**config.mk**
```make
export PLATFORM = sky130hd
export DESIGN_NAME = eth_recv
export DESIGN_NICKNAME = d
export VERILOG_FILES = /design/src/rtl/eth_recv.sv
export SDC_FILE = /design/constraint.sdc
export NUM_CORES = 1
export LEC_CHECK = 0
export ABC_AREA = 1
export CAP_MARGIN = 20
export CORE_MARGIN = 2
export CORE_UTILIZATION = 61
export CTS_BUF_LIST = sky130_fd_sc_hd__clkbuf_8
export DETAILED_ROUTE_END_ITERATION = 6
export PLACE_DENSITY = 0.82
export RECOVER_POWER = 100
export SLEW_MARGIN = 20
export SYNTH_ARGS = -nofsm -noshare
export SYNTH_HDL_FRONTEND = slang
export SYNTH_SLANG_ARGS = --single-unit
```
**constraint.sdc**
```tcl
create_clock -name clk -period 2.3 [get_ports clk]
set_input_delay 0.345 -clock clk [delete_from_list [all_inputs] [get_ports clk]]
set_output_delay 0.345 -clock clk [all_outputs]
set_load 0.005 [all_outputs]
```
**src/rtl/eth_recv.sv**
```systemverilog
// eth_recv: 4-bit MII receive path. Locks on preamble/SFD, assembles bytes
// low nibble first, filters on destination MAC and EtherType, streams the
// payload (FCS included) into a byte buffer and reports one status pulse per
// frame.
module eth_recv #(
  parameter logic [47:0] MY_MAC   = 48'h02_00_00_00_00_01,
  parameter logic [15:0] ETH_TYPE = 16'h88B5,
  parameter int          BUF_AW   = 9
) (
  input  logic              clk,
  input  logic              rst_n,
  input  logic              rx_dv,
  input  logic [3:0]        rxd,
  input  logic              rx_er,
  output logic [BUF_AW-1:0] wr_addr_o,
  output logic [7:0]        wr_data_o,
  output logic              wr_en_o,
  output logic              busy_o,
  output logic              done_o,
  output logic              ok_o,
  output logic [10:0]       len_o,
  output logic [3:0]        err_o
);

  typedef enum logic [2:0] {S_SYNC, S_IDLE, S_PRE, S_HDR, S_PAY} state_t;

  // Buffer capacity in bytes; one bit wider than the 11-bit counter so
  // BUF_AW = 11 still compares correctly.
  localparam logic [11:0] CAP = 12'(1) << BUF_AW;
  // Good-frame residue as seen MSB-first; the register itself is kept in
  // reflected (LSB-first) order, so it is bit-reversed before comparing.
  localparam logic [31:0] RESIDUE = 32'hC704DD7B;

  state_t            state_q;
  logic [3:0]        pre_cnt_q;
  logic              phase_q;
  logic [3:0]        low_q;
  logic [7:0]        byte_q;
  logic              byte_vld_q;
  logic [10:0]       cnt_q;
  logic [31:0]       crc_q;
  logic              uni_miss_q;
  logic              bc_miss_q;
  logic              type_miss_q;
  logic              ovf_q;
  logic              er_q;
  logic              fin_q;
  logic              align_q;
  logic              runt_q;
  logic [BUF_AW-1:0] wr_addr_q;
  logic [7:0]        wr_data_q;
  logic              wr_en_q;
  logic              busy_q;
  logic              done_q;
  logic              ok_q;
  logic [10:0]       len_q;
  logic [3:0]        err_q;

  logic [31:0]       crc_d;
  logic [7:0]        exp_byte_d;
  logic              filter_d;
  logic              crc_bad_d;
  logic [10:0]       len_d;

  // One byte through the reflected CRC32 (poly 0xEDB88320).
  function automatic logic [31:0] crc_step(input logic [31:0] c, input logic [7:0] b);
    logic [31:0] r;
    r = c ^ {24'h0, b};
    for (int k = 0; k < 8; k++) begin
      r = r[0] ? ((r >> 1) ^ 32'hEDB88320) : (r >> 1);
    end
    return r;
  endfunction

  function automatic logic [31:0] bit_rev(input logic [31:0] v);
    logic [31:0] r;
    for (int k = 0; k < 32; k++) begin
      r[k] = v[31-k];
    end
    return r;
  endfunction

  // Next CRC, expected header byte for the current index, and end-of-frame status terms.
  always_comb begin
    crc_d      = crc_step(crc_q, byte_q);
    filter_d   = (uni_miss_q & bc_miss_q) | type_miss_q;
    crc_bad_d  = (bit_rev(crc_q) != RESIDUE) | runt_q | er_q;
    len_d      = (cnt_q >= 11'd4) ? (cnt_q - 11'd4) : 11'd0;
    exp_byte_d = 8'h00;
    case (cnt_q[3:0])
      4'd0:    exp_byte_d = MY_MAC[47:40];
      4'd1:    exp_byte_d = MY_MAC[39:32];
      4'd2:    exp_byte_d = MY_MAC[31:24];
      4'd3:    exp_byte_d = MY_MAC[23:16];
      4'd4:    exp_byte_d = MY_MAC[15:8];
      4'd5:    exp_byte_d = MY_MAC[7:0];
      4'd12:   exp_byte_d = ETH_TYPE[15:8];
      4'd13:   exp_byte_d = ETH_TYPE[7:0];
      default: exp_byte_d = 8'h00;
    endcase
  end

  // Receive FSM: lock, byte assembly, header filter, payload writes, status.
  always_ff @(posedge clk or negedge rst_n) begin
    if (!rst_n) begin
      state_q     <= S_SYNC;
      pre_cnt_q   <= 4'd0;
      phase_q     <= 1'b0;
      low_q       <= 4'd0;
      byte_q      <= 8'd0;
      byte_vld_q  <= 1'b0;
      cnt_q       <= 11'd0;
      crc_q       <= 32'hFFFF_FFFF;
      uni_miss_q  <= 1'b0;
      bc_miss_q   <= 1'b0;
      type_miss_q <= 1'b0;
      ovf_q       <= 1'b0;
      er_q        <= 1'b0;
      fin_q       <= 1'b0;
      align_q     <= 1'b0;
      runt_q      <= 1'b0;
      wr_addr_q   <= '0;
      wr_data_q   <= 8'd0;
      wr_en_q     <= 1'b0;
      busy_q      <= 1'b0;
      done_q      <= 1'b0;
      ok_q        <= 1'b0;
      len_q       <= 11'd0;
      err_q       <= 4'd0;
    end else begin
      wr_en_q    <= 1'b0;
      done_q     <= 1'b0;
      byte_vld_q <= 1'b0;

      // A byte assembled last cycle is consumed now, including on the
      // cycle where rx_dv falls.
      if (byte_vld_q && (state_q == S_HDR || state_q == S_PAY)) begin
        crc_q <= crc_d;
        if (state_q == S_HDR) begin
          if (cnt_q < 11'd6) begin
            if (byte_q != exp_byte_d) uni_miss_q <= 1'b1;
            if (byte_q != 8'hFF)      bc_miss_q  <= 1'b1;
          end
          if ((cnt_q == 11'd12 || cnt_q == 11'd13) && byte_q != exp_byte_d) begin
            type_miss_q <= 1'b1;
          end
          if (cnt_q == 11'd13) begin
            cnt_q   <= 11'd0;
            state_q <= S_PAY;
          end else begin
            cnt_q <= cnt_q + 11'd1;
          end
        end else begin
          if (!filter_d) begin
            if ({1'b0, cnt_q} < CAP) begin
              wr_en_q   <= 1'b1;
              wr_addr_q <= cnt_q[BUF_AW-1:0];
              wr_data_q <= byte_q;
            end else begin
              ovf_q <= 1'b1;
            end
          end
          if (cnt_q != 11'h7FF) cnt_q <= cnt_q + 11'd1;
        end
      end

      // Status pulse one cycle after the frame end, once the last byte is in.
      if (fin_q) begin
        fin_q  <= 1'b0;
        done_q <= 1'b1;
        busy_q <= 1'b0;
        len_q  <= len_d;
        err_q  <= {align_q, ovf_q, filter_d, crc_bad_d};
        ok_q   <= ~(align_q | ovf_q | filter_d | crc_bad_d);
      end

      case (state_q)
        S_SYNC: begin
          // The rx_dv fall that ended a frame already proves the line is quiet.
          if (!rx_dv || fin_q) state_q <= S_IDLE;
        end
        S_IDLE: begin
          if (rx_dv) begin
            if (rxd == 4'h5 && !rx_er) begin
              state_q   <= S_PRE;
              pre_cnt_q <= 4'd1;
            end else begin
              state_q <= S_SYNC;
            end
          end
        end
        S_PRE: begin
          if (!rx_dv || rx_er) begin
            state_q <= S_SYNC;
          end else if (rxd == 4'h5) begin
            if (pre_cnt_q != 4'd15) pre_cnt_q <= pre_cnt_q + 4'd1;
          end else if (rxd == 4'hD && pre_cnt_q >= 4'd2) begin
            state_q     <= S_HDR;
            busy_q      <= 1'b1;
            crc_q       <= 32'hFFFF_FFFF;
            cnt_q       <= 11'd0;
            phase_q     <= 1'b0;
            uni_miss_q  <= 1'b0;
            bc_miss_q   <= 1'b0;
            type_miss_q <= 1'b0;
            ovf_q       <= 1'b0;
            er_q        <= 1'b0;
          end else begin
            state_q <= S_SYNC;
          end
        end
        S_HDR, S_PAY: begin
          if (!rx_dv) begin
            state_q <= S_SYNC;
            fin_q   <= 1'b1;
            align_q <= phase_q;
            // Runt: header never completed, counting the byte consumed now.
            runt_q  <= (state_q == S_HDR) && !(byte_vld_q && cnt_q == 11'd13);
          end else begin
            if (rx_er) er_q <= 1'b1;
            if (!phase_q) begin
              low_q   <= rxd;
              phase_q <= 1'b1;
            end else begin
              byte_q     <= {rxd, low_q};
              byte_vld_q <= 1'b1;
              phase_q    <= 1'b0;
            end
          end
        end
        default: state_q <= S_SYNC;
      endcase
    end
  end

  assign wr_addr_o = wr_addr_q;
  assign wr_data_o = wr_data_q;
  assign wr_en_o   = wr_en_q;
  assign busy_o    = busy_q;
  assign done_o    = done_q;
  assign ok_o      = ok_q;
  assign len_o     = len_q;
  assign err_o     = err_q;

endmodule

```
==> results of run 1 <==
-- layout make-up --
type                            instances  area (µm²)
Clock buffer                           10         138
Clock inverter                          6        35.0
Fill cell                             828        2810
Inverter                               96         363
Multi-Input combinational cell        601        2990
Sequential cell                       108        2740
Tap cell                              133         166
Timing Repair Buffer                   63         574
-- stage by stage --
stage | utilization | instances
2_1_floorplan | - | 828
3_3_place_gp | 0.699 | 1000
3_5_place_dp | 0.699 | 1000
4_1_cts | 0.717 | 1017
5_1_grt | 0.714 | 1017
6_report | 0.714 | 1017
-- sequential cells by signal, summed over array words and instances (netlist names), 3 cells and up --
register	cells
byte_q	8
len_o	11
err_o	4
cnt_q	11
low_q	4
pre_cnt_q	4
state_q	3
wr_data_o	8
wr_addr_o	9
crc_q	32
-- layout by cell type (no fill, tap or decap), types with 3 or more instances in the layout --
cell               n
a21oi_1           25
buf_4             14
clkbuf_2           4
clkbuf_8          10
clkdlybuf4s50_1    5
dfrtp_1           76
dfstp_2           31
dlygate4sd3_1     38
ha_1               8
inv_1             94
inv_2              4
nand2_1          257
nand2_2            3
nand3_1           62
nand3b_1           3
nand4_1           13
nor2_1            52
nor3_1            13
o211ai_1          11
o21ai_0           83
or2_2              4
xnor2_1           15
xor2_1            39
-- Yosys cell counts, drive strengths merged, types with 3 or more instances --
| library cell | n | area (µm²) |
|---|---|---|
| a21oi | 25 | 125 |
| buf | 17 | 96.3 |
| clkbuf | 6 | 23.8 |
| dfrtp | 76 | 1900 |
| dfstp | 32 | 841 |
| ha | 8 | 100 |
| inv | 96 | 360 |
| nand2 | 260 | 978 |
| nand3 | 62 | 310 |
| nand3b | 3 | 22.5 |
| nand4 | 14 | 93.8 |
| nor2 | 54 | 213 |
| nor3 | 14 | 92.6 |
| o211ai | 11 | 82.6 |
| o21ai | 83 | 415 |
| or2 | 4 | 25.0 |
| xnor2 | 15 | 131 |
| xor2 | 39 | 342 |
-- report_power, final --
part / total [W] / switching, W / internal (W)
Combinational: 0.000286 / 0.000172 / 0.000114
Clock: 0.00107 / 0.000657 / 0.000415
Sequential: 0.00200 / 0.0000412 / 0.00195
-- worst min path at each step --
stage,startpoint,to,slack [ns],cells after the start
after floorplan,rst_n,align_q$_DFFE_PN0P_,0.05,0
after global placement,rst_n,wr_addr_o[8]$_DFFE_PN0P_,0.35,1
after detailed placement,rst_n,wr_addr_o[8]$_DFFE_PN0P_,0.37,1
after CTS,rst_n,wr_addr_o[8]$_DFFE_PN0P_,0.49,2
after global routing,err_o[3]$_DFFE_PN0P_,err_o[3]$_DFFE_PN0P_,0.51,2
final,err_o[3]$_DFFE_PN0P_,err_o[3]$_DFFE_PN0P_,0.48,2
-- routing by layer --
metal / GRT usage / wire length [µm] / vias to the layer above
met2: 0.468 / 7450 / 237
met1: 0.437 / 7090 / 2765
met5: 0 / 0 / -
met4: 0.0838 / 255 / 0
met3: 0.0792 / 1400 / 27
li1: - / - / 2752
-- timing repair --
action,4_1_cts,5_1_grt
setup endpoints to repair,0,3
hold buffers,1,0
endpoints found under the hold margin,19,0
gates resized for setup,0,4
-- logic make-up (layout without fill, tap and decap cells) --
group,Yosys count,count (layout),synth area share
buffers and inverters,119,175,0.0773
adders and majority gates,8,8,0.0161
AOI/OAI and AO/OA,127,127,0.109
and+or+nand+nor,412,412,0.280
xor gates and xnor gates,54,54,0.0761
DFF,108,108,0.441
-- critical path, stage by stage (launching register included) --
cell and delay, ns:
dfrtp_1 0.45, nor3_4 0.34, inv_2 0.13, nor3_1 0.39
inv_2 0.40, o21ai_0 0.23, nor2_1 0.09
==> impl_metrics.json, run 1 <==
{
  "clockRootBuffer": "clkbuf_8",
  "ir_worst_vdd_v": 0.000442,
  "die_area_um2": 11000,
  "vias": 5781,
  "synth_ff_type": "dfrtp_1",
  "hold_viol_final": 0,
  "cts_tree": "built",
  "drt-total-wl_mm": 16.2,
  "ant_nets": 0,
  "grt_setup_unrepaired": "false",
  "syn_nets": 844,
  "placed_cell_area_um2": 6860,
  "end_kind": "register",
  "diodes": 0,
  "viasPerCell": 5.68,
  "synth-warning-count": 0,
  "avgSynthCellArea_um2": 7.51,
  "synth_cells": 828,
  "cp_max_fo": 42,
  "drt_iter0_drc": 397,
  "finalCritPeriodShare": 0.946,
  "arrival_ns": 2.45,
  "die_w_um": 105,
  "io_buffers": 43,
  "r2r-start": "state_q[0]$_DFF_PN0_",
  "reg2reg_slack_ns": 0.12,
  "synth-edff-count": 0,
  "clk_pin_slew_ns": 0.10,
  "min_path_type": "reg2reg",
  "drc": 0,
  "fin_area_um2": 7010,
  "critPathCapture": "cnt_q[8]$_DFF_PN0_",
  "syn_area_um2": 6220,
  "r2r_end": "cnt_q[8]$_DFF_PN0_",
  "clk-insertion-delay-late_ns": 0.39,
  "crit_type": "reg2reg",
  "gp_congestion": 0.922,
  "fin_nets": 895,
  "cts.sink_count": 108,
  "overflow": 0,
  "worstMarginPinSlew_ns": 1.04,
  "crit_required_ns": 2.57,
  "wl_per_cell_um": 15.9,
  "startpoint": "state_q[0]$_DFF_PN0_",
  "power.total_w": 0.00335,
  "grt_pass1_wl_mm": 26.8,
  "fmax_mhz": 460,
  "period_minus_slack_ns": 2.18,
  "critPathLaunchType": "register",
  "antenna_found_initial": 0,
  "grt_pass1_vias": 5454,
  "coreArea_um2": 9820,
  "dpl_worst_slack_ns": -0.00984,
  "ys_ff_latch": 108,
  "clock_skew_ns": 0.00610,
  "leakage_nw": 3.61,
  "grt_start_max_net_pins": 48,
  "drive_gt1_frac": 0.0905,
  "post_cts_buffers": 0,
  "track_usage": 0.307,
  "syn2layout_area_growth_pct": 12.7,
  "reg2reg_depth": 6,
  "initial_core_util": 0.633,
  "htreeDepth": 3,
  "cts_buffer_depth": 2,
  "setup_viol": 0,
  "outcome": "completed",
  "slew_violations": 0,
  "synth_cell_type_count": 34,
  "drv_cap": 0,
  "cts_buffers": 9,
  "slew_headroom": 0.309,
  "hold_slack_ns": 0.479,
  "p_per_area_nw_per_um2": 479,
  "ys_seq_area_frac": 0.441,
  "rows": 36,
  "finalSetupTns_ns": 0,
  "ys_async_sr_fraction": 1.00,
  "first_pass_iters": 6,
  "worst_slack_ns": 0.125,
  "ios": 44,
  "die_y_um": 105,
  "dp_hpwl_mm": 11.7
}
Note: power is estimated with default switching activity, not from simulation.
==> run 2: changes to the inputs <==
--- a/config.mk
+++ b/config.mk
@@ -10,9 +10,11 @@
 export CORE_MARGIN = 2
 export CORE_UTILIZATION = 61
 export CTS_BUF_LIST = sky130_fd_sc_hd__clkbuf_8
+export CTS_CLUSTER_DIAMETER = 100
 export DETAILED_ROUTE_END_ITERATION = 6
 export PLACE_DENSITY = 0.82
 export RECOVER_POWER = 100
+export SETUP_SLACK_MARGIN = 0.3
 export SLEW_MARGIN = 20
 export SYNTH_ARGS = -nofsm -noshare
 export SYNTH_HDL_FRONTEND = slang
==> constraint.sdc (replaced) <==
create_clock -name clk -period 2.42 [get_ports clk]
set_input_delay 0.363 -clock clk [delete_from_list [all_inputs] [get_ports clk]]
set_output_delay 0.363 -clock clk [all_outputs]
set_load 0.005 [all_outputs]
==> run 2 against run 1 <==
Effect of this change: critical endpoint is now crc_q[23]$_DFF_PN1_; via count increased by 0.36%; largest cell class unchanged; maximum frequency increased by 4.5%; utilization increased by 0.24 points; critical path type unchanged; register-to-register slack improved by 0.21 ns; flip-flop and latch count unchanged; first-iteration DRC count increased by 4.0%; count of clock-buffer cells in the layout decreased by 1.
==> impl_metrics.json, run 2 (synthesis gave the netlist of run 1 again) <==
{
  "outcome": "completed",
  "multi_input_area_um2": 3020,
  "cp_max_fo": 6,
  "fin_nets": 892,
  "fill_cells": 827,
  "drt-total-wl_mm": 15.9,
  "first_pass_iters": 7,
  "diodes": 0,
  "antenna_found_initial": 0,
  "internal_power_w": 0.00243,
  "die_y_um": 105,
  "finalSetupTns_ns": 0,
  "critPathLaunchType": "register",
  "regArea_um2": 2740,
  "track_usage": 0.299,
  "rows": 36,
  "mostFrequentLayoutCells": "nand2_1 (255), inv_1 (92), o21ai_0 (81)",
  "dpl_worst_slack_ns": 0.138,
  "viasPerCell": 5.72,
  "setup_viol": 0,
  "cts_buffer_depth": 2,
  "ant_nets": 0,
  "pwr-share-comb": 0.083,
  "seq_power_share": 0.580,
  "reg2reg_slack_ns": 0.34,
  "grt_start_max_net_pins": 49,
  "ir_worst_vdd_v": 0.000390,
  "end_kind": "register",
  "clk_pin_slew_ns": 0.11,
  "largest_reg_flops": 32,
  "p_switching_w": 0.000835,
  "hold_viol_final": 0,
  "ios": 44,
  "arrival_ns": 2.43,
  "grt_pass1_vias": 5528,
  "vias": 5802,
  "leakage_nw": 3.62,
  "coreArea_um2": 9820,
  "p_clk_frac": 0.337,
  "initial_core_util": 0.633,
  "p_per_area_nw_per_um2": 465,
  "gp_congestion": 0.908,
  "die_w_um": 105,
  "syn2layout_area_growth_pct": 13.1,
  "cts.sink_count": 108,
  "die_area_um2": 11000,
  "cts_tree": "built",
  "cts_buffers": 9,
  "io_buffers": 43,
  "swShare": 0.255,
  "finalCritPeriodShare": 0.860,
  "wl_per_cell_um": 15.7,
  "slew_violations": 0,
  "dp_hpwl_mm": 11.5,
  "overflow": 0,
  "power.total_w": 0.00327,
  "drive_gt1_frac": 0.0953,
  "drc": 0,
  "fmax_mhz": 480,
  "crit_type": "reg2reg",
  "grt_pass1_wl_mm": 26.3,
  "drv_cap": 0,
  "worst_slack_ns": 0.338,
  "mostFrequentLayoutCell": "nand2_1",
  "hold_slack_ns": 0.420,
  "slew_headroom": 0.221,
  "htreeDepth": 3,
  "period_minus_slack_ns": 2.08,
  "reg2reg_depth": 11,
  "clock_skew_ns": 0.0197,
  "worstMarginPinSlew_ns": 1.17,
  "clk-insertion-delay-late_ns": 0.40,
  "clockRootBuffer": "clkbuf_8",
  "regMostFlops": "crc_q",
  "crit_required_ns": 2.77,
  "grt_setup_unrepaired": "true",
  "min_path_type": "in2async",
  "drt_iter0_drc": 413
}
-- run 2: cell count changes in the layout (fill, tap and decap cells not counted), moves of 2 or more --
cell      delta
xnor2_1      -2
o21ai_1      +2
o21ai_0      -2
nand2_1      -2
clkinv_2     +2
clkbuf_2     -2
inv_1        -2
nand2_2      +2
xnor2_2      +2
-- run 2: per-stage QoR --
stage	cells	instance area [µm²]	util
4_1_cts	1012	7010	0.714
3_3_place_gp	995	6810	0.694
3_5_place_dp	995	6810	0.694
2_1_floorplan	828	6220	-
6_report	1014	7030	0.716
5_1_grt	1014	7030	0.716
-- run 2: final timing paths --
kind / start / to
worst min register to register: err_o[3]$_DFFE_PN0P_ / err_o[3]$_DFFE_PN0P_
worst min-delay path: rst_n / wr_data_o[0]$_DFFE_PN0P_
max in group asynchronous: rst_n / runt_q$_DFFE_PN0P_
min in group clk: err_o[3]$_DFFE_PN0P_ / err_o[3]$_DFFE_PN0P_
worst max register to register: byte_q[0]$_DFFE_PN0P_ / crc_q[23]$_DFF_PN1_
worst max-delay path: byte_q[0]$_DFFE_PN0P_ / crc_q[23]$_DFF_PN1_
-- run 2: area by class of cell --
| type | instances | area share |
|---|---|---|
| multi-input combinational | 602 | 0.430 |
| sequential | 108 | 0.390 |
| timing repair buffer | 59 | 0.0781 |
| inverter | 96 | 0.0520 |
| tap | 133 | 0.0237 |
| clock buffer | 9 | 0.0176 |
| clock inverter | 7 | 0.00890 |
-- run 2: per-layer routing --
layer / part of all wire / GRT usage
met1: 0.44 / 0.425
met2: 0.46 / 0.467
met3: 0.084 / 0.0518
met4: 0.016 / 0.0981
met5: 0 / 0
-- run 2: power groups by stage --
stage	registers [W]	clock network, W	logic [W]
floorplan	0.00192	0	0.000131
global placement	0.00193	0	0.000271
detailed placement	0.00193	0	0.000284
CTS	0.00190	0.00110	0.000287
global route	0.00190	0.00118	0.000306
finish	0.00190	0.00110	0.000271
-- run 2: worst max-delay path, stage by stage, from the launching register on --
cell and delay, ns:
dfrtp_1 0.45, inv_1 0.18, nand2_1 0.09, nand2_2 0.18
nand2_1 0.08, nand2_1 0.20, nand2_1 0.14, nand2_2 0.16
inv_1 0.09, nor2_1 0.26, nand2_1 0.09, nand3b_1 0.10
-- run 2: timing repair --
item,CTS,global route
cloned,0,1
pin swaps,0,1
gates resized for setup,3,13
setup endpoints to repair,4,29
hold buffers,1,0
setup buffers,0,1
hold endpoints to repair,24,0
==> run 3: changes to the inputs <==
--- a/config.mk
+++ b/config.mk
@@ -8,11 +8,12 @@
 export ABC_AREA = 1
 export CAP_MARGIN = 20
 export CORE_MARGIN = 2
-export CORE_UTILIZATION = 61
+export CORE_UTILIZATION = 65
 export CTS_BUF_LIST = sky130_fd_sc_hd__clkbuf_8
-export CTS_CLUSTER_DIAMETER = 100
+export CTS_CLUSTER_DIAMETER = 80
 export DETAILED_ROUTE_END_ITERATION = 6
-export PLACE_DENSITY = 0.82
+export DONT_BUFFER_PORTS = 1
+export PLACE_DENSITY = 0.81
 export RECOVER_POWER = 100
 export SETUP_SLACK_MARGIN = 0.3
 export SLEW_MARGIN = 20
==> run 3 against run 2 <==
Effect of this change: the flow now finishes with violations (negative hold slack); maximum frequency is 2.8% lower; first-iteration DRC count is 11% higher; non-clock buffer count is 34 lower; cell count is 3.8% lower; combinational power is 36% lower; utilization is 1.1 points higher; sequential power hardly changed; total power is 2.1% lower; setup slack worse by 0.060 ns; global-route usage is 2.5 points higher; critical path type unchanged; largest cell class unchanged.
==> impl_metrics.json, run 3 (synthesis gave the netlist of run 1 again) <==
{
  "diodes": 0,
  "worstMarginPinSlew_ns": 0.552,
  "track_usage": 0.324,
  "gp_congestion": 0.926,
  "fill_cells": 736,
  "grt_pass1_wl_mm": 25.9,
  "hold_slack_ns": -0.321,
  "worst-path-buf-inv": 1,
  "vias": 5570,
  "finalCritPeriodShare": 0.885,
  "mostFrequentLayoutCell": "nand2_1",
  "arrival_ns": 2.40,
  "critPathLaunchType": "register",
  "htreeDepth": 3,
  "path_delay_family": "simple AND/OR/NAND/NOR gates",
  "ant_nets": 0,
  "path_cells": "nor2_1, nand3_1, nor3_2, inv_1, o21ai_0, o21ai_0",
  "crit_path_max_incr_delay_ns": 0.53,
  "leakage_nw": 3.37,
  "cts_tree": "built",
  "die_y_um": 102,
  "crit_type": "reg2reg",
  "crit_required_ns": 2.67,
  "hold_viol_final": 108,
  "rows": 35,
  "dp_hpwl_mm": 11.3,
  "mostFrequentLayoutCells": "nand2_1 (255), inv_1 (89), o21ai_0 (81)",
  "antenna_found_initial": 1,
  "slew_violations": 0,
  "clk_pin_slew_ns": 0.10,
  "end_kind": "register",
  "die_area_um2": 10400,
  "setup_viol": 0,
  "slew_headroom": 0.632,
  "grt_start_max_net_pins": 109,
  "fmax_mhz": 467,
  "first_pass_iters": 5,
  "p_per_area_nw_per_um2": 476,
  "largest_reg_flops": 32,
  "cts_buffers": 9,
  "slowest_stage": "dfrtp_1",
  "overflow": 0,
  "outcome": "complete, but fails checks",
  "coreArea_um2": 9240,
  "clock_skew_ns": 0.0201,
  "cp_max_fo": 9,
  "io_buffers": 0,
  "cpMostUsedCell": "o21ai_0",
  "drive_gt1_frac": 0.109,
  "cts_buffer_depth": 2,
  "finalSetupTns_ns": 0,
  "clk-insertion-delay-late_ns": 0.38,
  "regMostFlops": "crc_q",
  "ir_worst_vdd_v": 0.000475,
  "cts.sink_count": 108,
  "fin_nets": 857,
  "violations": "negative hold slack",
  "die_w_um": 102,
  "placed_cell_area_um2": 6400,
  "grt_setup_unrepaired": "true",
  "viasPerCell": 5.71,
  "syn2layout_area_growth_pct": 8.05,
  "drv_cap": 0,
  "fin_area_um2": 6720,
  "grt_pass1_vias": 5125,
  "drc": 0,
  "period_minus_slack_ns": 2.14,
  "drt-total-wl_mm": 16.2,
  "drt_iter0_drc": 457,
  "ios": 44,
  "wl_per_cell_um": 16.6,
  "initial_core_util": 0.673,
  "min_path_type": "in2async",
  "clockRootBuffer": "clkbuf_8"
}
==> run 3: what timing repair did <==
action / in CTS / in global routing
buffers inserted: 0 / 8
gates resized for setup: 4 / 14
endpoints found under the hold margin: 108 / 108
setup endpoints to repair: 11 / 35
cloned: 0 / 2
pin swaps: 0 / 2
==> run 3: worst paths after layout <==
kind | end | cells past startpoint | start | slack, ns
setup reg to reg | state_q[1]$_DFF_PN0_ | 6 | cnt_q[7]$_DFF_PN0_ | 0.28
setup / recovery | state_q[1]$_DFF_PN0_ | 6 | cnt_q[7]$_DFF_PN0_ | 0.28
hold reg to reg | byte_q[2]$_DFFE_PN0P_ | 2 | low_q[2]$_DFFE_PN0P_ | 0.49
max in group asynchronous | crc_q[16]$_DFF_PN1_ | 0 | rst_n | 2.51
hold / removal | wr_data_o[0]$_DFFE_PN0P_ | 0 | rst_n | -0.32
min in group clk | low_q[0]$_DFFE_PN0P_ | 2 | rxd[0] | 0.14
==> run 3: per-stage QoR <==
stage               total power [W]  hold WS, ns  cells  worst slack (ns)   util
CTS                         0.00322       -0.345    965             0.299  0.715
finish                      0.00320       -0.321    975             0.278  0.727
detailed placement          0.00211       0.0695    949             0.143  0.692
global route                0.00335       -0.358    975             0.156  0.727
floorplan                   0.00206       0.0674    828             0.727      -
global placement            0.00210       0.0695    949             0.114  0.692
==> run 3: layout make-up <==
type,instances,area [µm²],area share
multi-input combinational,601,3020,0.450
sequential,108,2740,0.408
inverter,96,363,0.0540
timing repair buffer,25,230,0.0343
tap,129,161,0.0240
clock buffer,10,138,0.0205
clock inverter,6,62.6,0.00931
==> run 3: power by group <==
part | total (W) | switching (W) | internal, W
Clock | 0.00112 | 0.000618 | 0.000505
Sequential | 0.00190 | 0.0000455 | 0.00186
Combinational | 0.000174 | 0.000112 | 0.0000621
==> run 3: routing by layer <==
metal,wire length [µm],vias up,GRT usage
li1,-,2672,-
met1,7110,2608,0.470
met2,7250,258,0.490
met3,1580,30,0.0807
met4,264,2,0.0851
met5,11,-,0
